<file path="config.mk">
export PLATFORM = sky130hd
export DESIGN_NAME = clint_ipi_seq_flat
export DESIGN_NICKNAME = d
export VERILOG_FILES = /design/src/rtl/clint_ipi_seq_if.sv /design/src/rtl/clint_ipi_seq.sv /design/src/flat_wrapper.sv
export SDC_FILE = /design/constraint.sdc
export NUM_CORES = 1
export LEC_CHECK = 0
export BUFFER_PORTS_ARGS = -buffer_cell sky130_fd_sc_hd__clkbuf_2
export CAP_MARGIN = 20
export CORE_MARGIN = 2
export CORE_UTILIZATION = 35
export DETAILED_ROUTE_END_ITERATION = 10
export GPL_ROUTABILITY_DRIVEN = 0
export PLACE_DENSITY = 0.63
export SYNTH_ARGS = -nofsm -noshare
export SYNTH_HDL_FRONTEND = slang
export SYNTH_SLANG_ARGS = --single-unit
</file>
<file path="constraint.sdc">
create_clock -name clk_i -period 1.7 [get_ports clk_i]
set_input_delay 0.255 -clock clk_i [delete_from_list [all_inputs] [get_ports clk_i]]
set_output_delay 0.255 -clock clk_i [all_outputs]
set_load 0.02 [all_outputs]
</file>
<file path="src/rtl/clint_ipi_seq_if.sv">
// Command/completion and register-bus interfaces for the CLINT IPI sequencer.
interface clint_ipi_cmd_if #(
  parameter int unsigned NrHarts = 5
);
  logic               cmd_valid_i;
  logic               cmd_ready_o;
  logic [NrHarts-1:0] cmd_mask_i;
  logic               cmd_set_i;
  logic               done_valid_o;
  logic               done_err_o;
  logic [NrHarts-1:0] done_errmask_o;

  modport master (
    output cmd_valid_i, cmd_mask_i, cmd_set_i,
    input  cmd_ready_o, done_valid_o, done_err_o, done_errmask_o
  );
  modport slave (
    input  cmd_valid_i, cmd_mask_i, cmd_set_i,
    output cmd_ready_o, done_valid_o, done_err_o, done_errmask_o
  );
endinterface

interface clint_ipi_reg_if;
  logic        reg_valid_o;
  logic [31:0] reg_addr_o;
  logic        reg_write_o;
  logic [31:0] reg_wdata_o;
  logic [3:0]  reg_wstrb_o;
  logic        reg_ready_i;
  logic        reg_error_i;

  modport master (
    output reg_valid_o, reg_addr_o, reg_write_o, reg_wdata_o, reg_wstrb_o,
    input  reg_ready_i, reg_error_i
  );
  modport slave (
    input  reg_valid_o, reg_addr_o, reg_write_o, reg_wdata_o, reg_wstrb_o,
    output reg_ready_i, reg_error_i
  );
endinterface

</file>
<file path="src/rtl/clint_ipi_seq.sv">
// CLINT IPI sequencer: turns one raise/clear command into per-hart msip writes,
// issued in ascending hart order, and reports a per-hart error mask.
module clint_ipi_seq #(
  parameter int unsigned NrHarts       = 5,
  parameter logic [31:0] MsipBase      = 32'h0000_0000,
  parameter int unsigned TimeoutCycles = 16
) (
  input  logic            clk_i,
  input  logic            rst_i,
  clint_ipi_cmd_if.slave  cmd,
  clint_ipi_reg_if.master bus,
  output logic            busy_o
);

  localparam int unsigned IdxW = (NrHarts > 1) ? $clog2(NrHarts) : 1;
  localparam int unsigned TcW  = (TimeoutCycles > 0) ? $clog2(TimeoutCycles + 1) : 1;
  localparam logic [TcW-1:0] TcLast = TcW'((TimeoutCycles > 0) ? TimeoutCycles - 1 : 0);

  typedef enum logic [1:0] {S_IDLE, S_WRITE, S_DONE} state_t;

  state_t             r_state, w_state_nxt;
  logic [NrHarts-1:0] r_pending, w_pending_nxt;
  logic [NrHarts-1:0] r_errmask, w_errmask_nxt;
  logic               r_set, w_set_nxt;
  logic [TcW-1:0]     r_tcnt, w_tcnt_nxt;
  logic [NrHarts-1:0] w_onehot;
  logic [NrHarts-1:0] w_remaining;
  logic [IdxW-1:0]    w_idx;
  logic               w_timeout;
  logic               w_finish;

  // Lowest pending hart, both as a one-hot bit and as an index.
  assign w_onehot    = r_pending & (~r_pending + NrHarts'(1));
  assign w_remaining = r_pending & ~w_onehot;

  always_comb begin
    w_idx = '0;
    for (int i = NrHarts - 1; i >= 0; i--) begin
      if (r_pending[i]) w_idx = IdxW'(i);
    end
  end

  assign w_timeout = (TimeoutCycles != 0) && (r_tcnt == TcLast) && !bus.reg_ready_i;
  assign w_finish  = bus.reg_ready_i || w_timeout;

  always_ff @(posedge clk_i) begin
    if (rst_i) r_state <= S_IDLE;
    else       r_state <= w_state_nxt;
  end

  always_ff @(posedge clk_i) begin
    if (rst_i) begin
      r_pending <= '0;
      r_errmask <= '0;
      r_set     <= 1'b0;
      r_tcnt    <= '0;
    end else begin
      r_pending <= w_pending_nxt;
      r_errmask <= w_errmask_nxt;
      r_set     <= w_set_nxt;
      r_tcnt    <= w_tcnt_nxt;
    end
  end

  always_comb begin
    w_state_nxt        = r_state;
    w_pending_nxt      = r_pending;
    w_errmask_nxt      = r_errmask;
    w_set_nxt          = r_set;
    w_tcnt_nxt         = r_tcnt;
    busy_o             = 1'b1;
    cmd.cmd_ready_o    = 1'b0;
    cmd.done_valid_o   = 1'b0;
    cmd.done_err_o     = 1'b0;
    cmd.done_errmask_o = '0;
    bus.reg_valid_o    = 1'b0;
    bus.reg_write_o    = 1'b0;
    bus.reg_addr_o     = MsipBase + (32'(w_idx) << 2);
    bus.reg_wdata_o    = '0;
    bus.reg_wstrb_o    = '0;

    case (r_state)
      S_IDLE: begin
        busy_o          = 1'b0;
        cmd.cmd_ready_o = 1'b1;
        if (cmd.cmd_valid_i) begin
          w_pending_nxt = cmd.cmd_mask_i;
          w_set_nxt     = cmd.cmd_set_i;
          w_errmask_nxt = '0;
          w_tcnt_nxt    = '0;
          w_state_nxt   = (|cmd.cmd_mask_i) ? S_WRITE : S_DONE;
        end
      end
      S_WRITE: begin
        bus.reg_valid_o = 1'b1;
        bus.reg_write_o = 1'b1;
        bus.reg_wdata_o = {31'b0, r_set};
        bus.reg_wstrb_o = 4'hF;
        // A completing handshake takes precedence over a coincident timeout.
        if (bus.reg_ready_i) begin
          w_pending_nxt = w_remaining;
          w_errmask_nxt = r_errmask | (bus.reg_error_i ? w_onehot : '0);
          w_tcnt_nxt    = '0;
        end else if (w_timeout) begin
          w_pending_nxt = w_remaining;
          w_errmask_nxt = r_errmask | w_onehot;
          w_tcnt_nxt    = '0;
        end else if (TimeoutCycles != 0) begin
          w_tcnt_nxt = r_tcnt + TcW'(1);
        end
        if (w_finish && (w_remaining == '0)) w_state_nxt = S_DONE;
      end
      S_DONE: begin
        cmd.done_valid_o   = 1'b1;
        cmd.done_errmask_o = r_errmask;
        cmd.done_err_o     = |r_errmask;
        w_state_nxt        = S_IDLE;
      end
      default: w_state_nxt = S_IDLE;
    endcase
  end

endmodule

</file>
<file path="src/flat_wrapper.sv">
// flat-port wrapper written by rule: the top's interface ports become plain ports
module clint_ipi_seq_flat 
#(
  parameter int unsigned NrHarts       = 5,
  parameter logic [31:0] MsipBase      = 32'h0000_0000,
  parameter int unsigned TimeoutCycles = 16
)
  (clk_i, rst_i, busy_o, cmd_cmd_valid_i, cmd_cmd_mask_i, cmd_cmd_set_i, cmd_cmd_ready_o, cmd_done_valid_o, cmd_done_err_o, cmd_done_errmask_o, bus_reg_valid_o, bus_reg_addr_o, bus_reg_write_o, bus_reg_wdata_o, bus_reg_wstrb_o, bus_reg_ready_i, bus_reg_error_i);
  clint_ipi_cmd_if #(.NrHarts(NrHarts)) cmd_i ();
  clint_ipi_reg_if bus_i ();
  input  logic clk_i;
  input  logic rst_i;
  output logic busy_o;
  input wire logic [$bits(cmd_i.cmd_valid_i)-1:0] cmd_cmd_valid_i;
  input wire logic [$bits(cmd_i.cmd_mask_i)-1:0] cmd_cmd_mask_i;
  input wire logic [$bits(cmd_i.cmd_set_i)-1:0] cmd_cmd_set_i;
  output wire logic [$bits(cmd_i.cmd_ready_o)-1:0] cmd_cmd_ready_o;
  output wire logic [$bits(cmd_i.done_valid_o)-1:0] cmd_done_valid_o;
  output wire logic [$bits(cmd_i.done_err_o)-1:0] cmd_done_err_o;
  output wire logic [$bits(cmd_i.done_errmask_o)-1:0] cmd_done_errmask_o;
  output wire logic [$bits(bus_i.reg_valid_o)-1:0] bus_reg_valid_o;
  output wire logic [$bits(bus_i.reg_addr_o)-1:0] bus_reg_addr_o;
  output wire logic [$bits(bus_i.reg_write_o)-1:0] bus_reg_write_o;
  output wire logic [$bits(bus_i.reg_wdata_o)-1:0] bus_reg_wdata_o;
  output wire logic [$bits(bus_i.reg_wstrb_o)-1:0] bus_reg_wstrb_o;
  input wire logic [$bits(bus_i.reg_ready_i)-1:0] bus_reg_ready_i;
  input wire logic [$bits(bus_i.reg_error_i)-1:0] bus_reg_error_i;
  assign cmd_i.cmd_valid_i = cmd_cmd_valid_i;
  assign cmd_i.cmd_mask_i = cmd_cmd_mask_i;
  assign cmd_i.cmd_set_i = cmd_cmd_set_i;
  assign cmd_cmd_ready_o = cmd_i.cmd_ready_o;
  assign cmd_done_valid_o = cmd_i.done_valid_o;
  assign cmd_done_err_o = cmd_i.done_err_o;
  assign cmd_done_errmask_o = cmd_i.done_errmask_o;
  assign bus_reg_valid_o = bus_i.reg_valid_o;
  assign bus_reg_addr_o = bus_i.reg_addr_o;
  assign bus_reg_write_o = bus_i.reg_write_o;
  assign bus_reg_wdata_o = bus_i.reg_wdata_o;
  assign bus_reg_wstrb_o = bus_i.reg_wstrb_o;
  assign bus_i.reg_ready_i = bus_reg_ready_i;
  assign bus_i.reg_error_i = bus_reg_error_i;
  clint_ipi_seq #(.NrHarts(NrHarts), .MsipBase(MsipBase), .TimeoutCycles(TimeoutCycles)) u_core (.clk_i(clk_i), .rst_i(rst_i), .cmd(cmd_i), .bus(bus_i), .busy_o(busy_o));
endmodule
</file>
==> reports/results.ini, run 1 <==
[outcome]
status=finished, final reports clean

[synth]
ys_seq_area_frac=0.2445
post-synth-top-area-cell=buf_4
synth_top_area_frac=0.3311
syn_avg_cell_area_um2=8.143
syn_inst=181
netlist_area_mm2=0.001474
ys_top_cells_by_area=buf_4, dfxtp_1, a21oi_1
synth-seq-cells=18
synthMostInstantiatedCell=buf_4
synth_edf_count=0
synth_cell_types=41
synthFlopType=dfxtp_1
async_reset_ff_frac=0
synth_common_cells=buf_4, dfxtp_1, a21oi_1
ys_warn_count=0

[critical_path]
arrival_ns=1.41
path_class=reg -> out
worst_r2r_startpoint=u_core.r_tcnt[0]
path_delay_family=simple AND/OR/NAND/NOR gates
crit_chain=or4_1, o21a_1, buf_2
cp.depth=3
cp-end-kind=primary output
crit_buf_inv=1
rr_endpoint=u_core.r_errmask[2]
critPathMaxFanout=3
startpoint_type=register
slowest_stage=or4_1
reg2reg_depth=5
required_ns=1.44
cp_slowest_stage_delay_ns=0.51
crit_path_end=cmd_done_err_o
crit_start=u_core.r_errmask[0]
reg2reg_slack_ns=0.15

[timing]
slew_violations=0
fin_skew_ns=0.002185
post-route-period-util=0.9800
finalSetupViolations=0
max_freq_mhz=600.3
finalHoldViolCount=0
rsz0062_at_grt=yes
finalCriticalPeriod_ns=1.666

[drt]
drt-initial-drc-count=68
vias_per_cell=4.376
first_pass_iters=4
drc=0
vias=1116
wl_per_cell_um=10.31
routed_wl_mm=2.630
postRouteAntennaNets=0

[hold_path]
min_path_type=in -> reg

[final_layout]
post-route-util=0.3646
final_area_mm2=0.001469
drive_gt1_frac=0.2341
final_net_count=218
seqCellArea_um2=361.6
multi_input_area_um2=803.3
area_growth_pct=-0.3395
fill_cells=437
antennaDiodeCount=0

[floorplan]
die_x_um=68.90
ios=90
core-area_mm2=0.004029
dieArea_mm2=0.004747
placementRows=23
die_y_um=68.90
start_util=0.3658

[grt]
grt_max_degree=16
gr-total-overflow=0
first_global_vias=911
grt_use_total=0.1115
grt_antenna_before_repair=0
grt_pass1_wl_mm=3.974

[clock_tree]
hold_buffers=0
post_cts_buffers=0
cts-htree-levels=1
ctsResizeCount=0
clkSinkCount=18
cts_buffers=3
clk_pin_slew_ns=0.07
cts_root_buffer=clkbuf_8
clk_latency_ns=0.25
cts_tree=yes
clock_path_buffers=2

[power]
switching_share=0.3712
comb_power_share=0.302
leakage_nw=0.6912
p_seq_frac=0.396
internal_power_mw=0.7333
clkPwrFrac=0.302
power.total_mw=1.166
ir_drop_mv=0.2779
power.switching_mw=0.4329
power_density_mw_per_mm2=794.0

[run]
max_cap_violations=0

[placement]
io_buffers=29
hpwl_mm=2.006
placed_cell_area_mm2=0.001401

## final cells by class
cell class,count,share of cell area
timing repair buffer,32,0.1141
sequential,18,0.2462
multi-input combinational,146,0.5468
inverter,5,0.01278
clock buffer,4,0.03748
tap,50,0.04259
## registers in the layout, summed over array words and instances (netlist names)
| signal | cells |
|---|---|
| u_core.r_tcnt | 5 |
| u_core.r_pending | 5 |
| u_core.r_state | 2 |
| u_core.r_set | 1 |
| u_core.r_errmask | 5 |
## worst register-to-register path, cell delays in order, from the launching register on
cell and delay, ns:
dfxtp_1 0.38, ha_1 0.24, and4b_4 0.29, nor3b_4 0.06
a2111oi_4 0.31, a32o_1 0.22
## placed cells by master, fill, tap and decap left out, types with 2 or more instances in the layout
| cell | n |
|---|---|
| a22oi_1 | 2 |
| a32o_1 | 3 |
| nor3_1 | 5 |
| nand2_1 | 4 |
| dfxtp_1 | 17 |
| o21ai_0 | 6 |
| nor2_1 | 11 |
| conb_1 | 60 |
| or4_1 | 2 |
| a31oi_1 | 2 |
| clkbuf_2 | 28 |
| nand3_1 | 3 |
| a22o_1 | 2 |
| buf_4 | 3 |
| inv_1 | 3 |
| a21oi_1 | 13 |
| a311oi_1 | 2 |
| inv_2 | 2 |
| clkbuf_8 | 4 |
| and2_1 | 7 |
| a211oi_1 | 3 |
| o21a_1 | 2 |
## stage by stage
stage	cells	worst slack, ns	hold slack [ns]	TNS, ns
5_1_grt	255	-0.02646	0.2628	-0.05984
4_1_cts	255	0.02053	0.2399	0
2_1_floorplan	240	0.2891	0.3271	0
6_report	255	0.03408	0.2383	0
3_5_place_dp	251	0.1737	0.4799	0
3_3_place_gp	251	0.2111	0.4685	0
## how the worst min path moves through the flow
stage | cells past startpoint | endpoint | startpoint
finish | 3 | u_core.r_set | cmd_cmd_set_i
CTS | 3 | u_core.r_set | cmd_cmd_set_i
detailed placement | 1 | u_core.r_errmask[1] | u_core.r_errmask[1]
global placement | 1 | u_core.r_errmask[1] | u_core.r_errmask[1]
floorplan | 1 | u_core.r_pending[2] | rst_i
global route | 3 | u_core.r_set | cmd_cmd_set_i
## power by group through the flow
stage | sequential (mW) | clock, mW | combinational, mW
final | 0.462 | 0.352 | 0.352
after global routing | 0.465 | 0.389 | 0.390
after CTS | 0.459 | 0.362 | 0.348
after detailed placement | 0.469 | 0 | 0.347
after global placement | 0.468 | 0 | 0.345
after floorplan | 0.457 | 0 | 0.408
## layer usage
metal  GRT usage  routed length, µm  part of all wire  vias to the layer above
li1            -                  -                 -                      544
met1      0.1499               1241              0.47                      504
met4     0.06127                 34             0.013                        0
met2      0.1707               1106              0.42                       66
met3     0.01623                248             0.094                        2
met5           0                  0                 0                        -
## cell families after synthesis
kind of cell             after synthesis  share of synthesized area
AO/OA/AOI/OAI                         39                     0.1859
adder cells (fa/ha/maj)                2                    0.01528
buffers and inverters                 76                     0.3684
flip-flops                            18                     0.2445
multiplexers                           1                   0.006791
other                                  1                   0.002544
AND/OR/NAND/NOR                       44                     0.1766
Power figures use the tool's default switching activity.
==> run 2, diff against run 1 <==
- ABC_AREA: unset -> 1
==> reports/results.ini, run 2 <==
[outcome]
status=finished, final reports clean  ; unchanged

[synth]
async_reset_ff_frac=0  ; unchanged
syn_inst=216  ; was 181
ys_seq_area_frac=0.2464  ; was 0.2445
netlist_area_mm2=0.001463  ; was 0.001474 mm²
synth_cell_types=22  ; was 41
post-synth-top-area-cell=buf_4  ; unchanged
synth-seq-cells=18  ; unchanged
ys_top_cells_by_area=buf_4, dfxtp_1, nand2_1  ; was buf_4, dfxtp_1, a21oi_1
syn_avg_cell_area_um2=6.772  ; was 8.143 µm²
synth_top_area_frac=0.3336  ; was 0.3311
ys_warn_count=0  ; unchanged
synth_common_cells=buf_4, nand2_1, nor2_1  ; was buf_4, dfxtp_1, a21oi_1
synthFlopType=dfxtp_1  ; unchanged
synth_edf_count=0  ; unchanged
synthMostInstantiatedCell=buf_4  ; unchanged

[clock_tree]
clkSinkCount=18  ; unchanged
ctsResizeCount=0  ; unchanged
cts_buffers=3  ; unchanged
cts_tree=yes  ; unchanged
clk_latency_ns=0.26  ; was 0.25 ns
hold_buffers=0  ; unchanged
post_cts_buffers=0  ; unchanged
clk_pin_slew_ns=0.07  ; about the same
cts_root_buffer=clkbuf_8  ; unchanged
clock_path_buffers=2  ; unchanged
cts-htree-levels=1  ; unchanged

[run]
max_cap_violations=0  ; unchanged

[drt]
drc=0  ; unchanged
first_pass_iters=5  ; was 4
postRouteAntennaNets=0  ; unchanged
drt-initial-drc-count=16  ; was 68
vias_per_cell=3.908  ; was 4.376
wl_per_cell_um=8.481  ; was 10.31 µm
routed_wl_mm=2.485  ; was 2.630 mm
vias=1145  ; was 1116

[final_layout]
layout_commonest_cell=conb_1  ; unchanged
reg_top3=u_core.r_errmask: 5 flops, u_core.r_pending: 5 flops, u_core.r_tcnt: 5 flops  ; unchanged
most-common-layout-cells=conb_1, nand2_1, nor2_1, clkbuf_2, inv_1  ; was conb_1, clkbuf_2, dfxtp_1
final_net_count=256  ; was 218
final_area_mm2=0.001455  ; was 0.001469 mm²
drive_gt1_frac=0.1852  ; was 0.2341
area_growth_pct=-0.5130  ; was -0.3395%
antennaDiodeCount=0  ; unchanged

[floorplan]
placementRows=23  ; unchanged
ios=90  ; unchanged
dieArea_mm2=0.004712  ; was 0.004747 mm²
die_x_um=68.65  ; was 68.90 µm
die_y_um=68.65  ; was 68.90 µm
core-area_mm2=0.004000  ; was 0.004029 mm²
start_util=0.3657  ; was 0.3658

[critical_path]
path_class=reg -> out  ; unchanged
startpoint_type=register  ; unchanged
critPathMaxFanout=5  ; was 3
arrival_ns=1.35  ; was 1.41 ns
reg2reg_slack_ns=0.21  ; was 0.15 ns
cp-end-kind=primary output  ; unchanged
required_ns=1.44  ; about the same

[placement]
placed_cell_area_mm2=0.001400  ; was 0.001401 mm²
io_buffers=29  ; unchanged
hpwl_mm=2.083  ; was 2.006 mm

[grt]
grt_max_degree=12  ; was 16
grt_pass1_wl_mm=3.801  ; was 3.974 mm
first_global_vias=892  ; was 911
gr-total-overflow=0  ; unchanged
grt_antenna_before_repair=0  ; unchanged
grt_use_total=0.1074  ; was 0.1115

[timing]
finalCriticalPeriod_ns=1.603  ; was 1.666 ns
rsz0062_at_grt=no  ; was yes
slew_violations=0  ; unchanged
post-route-period-util=0.9429  ; was 0.9800
finalHoldViolCount=0  ; unchanged
finalSetupViolations=0  ; unchanged
fin_skew_ns=0.005219  ; was 0.002185 ns
max_freq_mhz=623.9  ; was 600.3 MHz
final.setup.tns_ns=0  ; unchanged

[power]
ir_drop_mv=0.3236  ; was 0.2779 mV
power_density_mw_per_mm2=903.1  ; was 794.0 mW/mm²
power.total_mw=1.314  ; was 1.166 mW
leakage_nw=0.8118  ; was 0.6912 nW

[hold_path]
min_path_type=in -> reg  ; unchanged

run 2: changes by cell type after synthesis, moves of 7 or more:
cell / delta
and2_1: -7
inv_1: +22
nand3_1: +7
nor2_1: +18
nand2_1: +25
run 2: final cells by class:
| type | instances | area (µm²) |
|---|---|---|
| clock buffers | 4 | 55.05 |
| inverters | 26 | 97.59 |
| repair buffers | 30 | 152.6 |
| well taps | 50 | 62.56 |
| flip-flops and latches | 18 | 360.3 |
| multi-input cells | 165 | 726.9 |
| fillers | 459 | 2545 |
run 2: power breakdown:
part	total, mW	internal [mW]	switching, mW
combinational	0.478	0.114	0.363
clock	0.354	0.206	0.148
sequential	0.482	0.455	0.0274
total	1.31	0.775	0.539
run 2: path summary, 6_finish.rpt:
path | depth (start not counted) | to | startpoint
setup / recovery | 5 | cmd_done_errmask_o[4] | u_core.r_state[1]
hold / removal | 2 | u_core.r_pending[0] | rst_i
setup reg to reg | 6 | u_core.r_errmask[2] | u_core.r_tcnt[0]
hold reg to reg | 2 | u_core.r_set | u_core.r_set
run 2: critical path, cell delays in order, from the launching register on:
cell and delay (ns):
dfxtp_1 0.34, inv_1 0.08, nor2_1 0.24, inv_1 0.14
nor2_1 0.11, clkbuf_2 0.18
run 2: logic make-up after synthesis:
logic type	Yosys count	share of synthesized area
buf+inv	92	0.4080
xor+xnor	1	0.005989
flops	18	0.2464
simple gates	77	0.2293
other cells	1	0.002564
compound gates	26	0.09923
fa+ha+maj	1	0.008553
run 2: metal layers:
layer  wire length [µm]  vias up  global-route usage
met4                 12        0             0.05250
met1               1112      487              0.1371
met2               1133       58              0.1731
met3                226        2             0.01948
li1                   -      598                   -
met5                  0        -                   0
run 2: through the flow:
stage                     utilization  hold slack [ns]  setup slack (ns)  cells
after floorplan                     -           0.3241            0.2434    275
after global placement         0.3500           0.4422            0.2821    289
after detailed placement       0.3500           0.4476            0.1927    289
after CTS                      0.3638           0.2247           0.09461    293
after global routing           0.3638           0.2288          0.004998    293
final                          0.3638           0.2344           0.09712    293
==> run 3, diff against run 2 <==
- PLACE_DENSITY: 0.63 -> unset
- PLACE_DENSITY_LB_ADDON: unset -> 0.15
==> reports/results.ini, run 3 (same netlist as run 2, synthesis figures left out) <==
[outcome]
status=finished, final reports clean  ; unchanged

[critical_path]
path_class=reg -> out  ; unchanged
path_delay_family=buffers and inverters  ; unchanged
required_ns=1.44  ; about the same
arrival_ns=1.35  ; about the same
startpoint_type=register  ; unchanged
crit_buf_inv=3  ; unchanged
slowest_stage=dfxtp_1  ; unchanged
cp-end-kind=primary output  ; unchanged
crit_chain=inv_1, nor2_1, inv_1, nor2_1, clkbuf_2  ; unchanged
cp_slowest_stage_delay_ns=0.33  ; was 0.34 ns
critPathMaxFanout=5  ; unchanged

[final_layout]
most-common-layout-cells=conb_1, nand2_1, nor2_1, clkbuf_2, inv_1  ; unchanged
layout_commonest_cell=conb_1  ; unchanged
reg_top3=u_core.r_errmask: 5 flops, u_core.r_pending: 5 flops, u_core.r_tcnt: 5 flops  ; unchanged
area_growth_pct=-0.5130  ; unchanged
antennaDiodeCount=0  ; unchanged
final_net_count=256  ; unchanged
stdcell_count=293  ; unchanged
drive_gt1_frac=0.1852  ; unchanged
final_area_mm2=0.001455  ; unchanged

[clock_tree]
cts_buffers=3  ; unchanged
post_cts_buffers=0  ; unchanged
clkSinkCount=18  ; unchanged
cts-htree-levels=1  ; unchanged
cts_root_buffer=clkbuf_8  ; unchanged
cts_tree=yes  ; unchanged
clock_path_buffers=2  ; unchanged
hold_buffers=0  ; unchanged
ctsResizeCount=0  ; unchanged
clk_pin_slew_ns=0.07  ; about the same
clk_latency_ns=0.26  ; about the same

[drt]
postRouteAntennaNets=0  ; unchanged
wl_per_cell_um=8.898  ; was 8.481 µm
drt-initial-drc-count=23  ; was 16
drc=0  ; unchanged
routed_wl_mm=2.607  ; was 2.485 mm
vias_per_cell=3.990  ; was 3.908
first_pass_iters=4  ; was 5
vias=1169  ; was 1145

[grt]
gr-total-overflow=0  ; unchanged
grt_max_degree=12  ; unchanged
grt_antenna_before_repair=0  ; unchanged
grt_pass1_wl_mm=3.974  ; was 3.801 mm
grt_use_total=0.1149  ; was 0.1074
first_global_vias=919  ; was 892

[floorplan]
core-area_mm2=0.004000  ; unchanged
die_y_um=68.65  ; unchanged
start_util=0.3657  ; unchanged
die_x_um=68.65  ; unchanged
ios=90  ; unchanged
dieArea_mm2=0.004712  ; unchanged
placementRows=23  ; unchanged

[placement]
place_inst=289  ; unchanged
io_buffers=29  ; unchanged
hpwl_mm=2.151  ; was 2.083 mm
placed_cell_area_mm2=0.001400  ; unchanged

[timing]
slew_violations=0  ; unchanged
finalSetupViolations=0  ; unchanged
fin_skew_ns=0.001704  ; was 0.005219 ns
finalHoldViolCount=0  ; unchanged
post-route-period-util=0.9455  ; was 0.9429
rsz0062_at_grt=no  ; unchanged
max_freq_mhz=622.2  ; was 623.9 MHz
final.setup.tns_ns=0  ; unchanged
finalCriticalPeriod_ns=1.607  ; was 1.603 ns

[power]
ir_drop_mv=0.3199  ; was 0.3236 mV
leakage_nw=0.8118  ; unchanged
power.total_mw=1.325  ; was 1.314 mW
power_density_mw_per_mm2=910.7  ; was 903.1 mW/mm²

[hold_path]
min_path_type=in -> reg  ; unchanged

[run]
max_cap_violations=0  ; unchanged

==> run 3: cell counts in the layout (fill, tap and decap cells not counted) <==
Identical to the previous run, type by type.
==> run 3: worst reg2reg max path, delay by kind of cell, from the launching register on <==
family	cells	cell delay (ns)
compound gates	2	0.39
flops	1	0.35
simple gates	2	0.24
fa+ha+maj	1	0.24
buf+inv	1	0.20
==> run 3: area by class of cell <==
class | instances | area [µm²]
clock buffers | 4 | 55.05
fillers | 454 | 2545
inverters | 26 | 97.59
multi-input cells | 165 | 726.9
flip-flops and latches | 18 | 360.3
well taps | 50 | 62.56
repair buffers | 30 | 152.6
==> run 3: per-layer routing <==
metal | part of all wire | track usage | wire length, µm
met4 | 0.018 | 0.06000 | 48
met3 | 0.086 | 0.01948 | 225
met5 | 0 | 0 | 0
met1 | 0.45 | 0.1469 | 1183
met2 | 0.44 | 0.1839 | 1150
==> run 3: where the power goes <==
part	leakage (nW)	internal [mW]	switching, mW
Sequential	0.147	0.455	0.0264
Clock	0.0288	0.206	0.155
Combinational	0.636	0.114	0.369
Total	0.812	0.775	0.550
==> run 3: worst paths after layout <==
check,from,endpoint,slack (ns),depth (start not counted)
worst max-delay path,u_core.r_state[1],cmd_done_errmask_o[1],0.09,5
worst min-delay path,rst_i,u_core.r_pending[0],0.22,2
worst max register to register,u_core.r_tcnt[1],u_core.r_errmask[3],0.21,6
worst min register to register,u_core.r_set,u_core.r_set,0.46,2
==> run 3: metrics by stage <==
step	hold WS [ns]	setup WS [ns]	util
final	0.2241	0.09268	0.3638
after detailed placement	0.4506	0.1975	0.3500
after floorplan	0.3241	0.2434	-
after global routing	0.2300	0.005736	0.3638
after global placement	0.4494	0.2564	0.3500
after CTS	0.2250	0.09380	0.3638
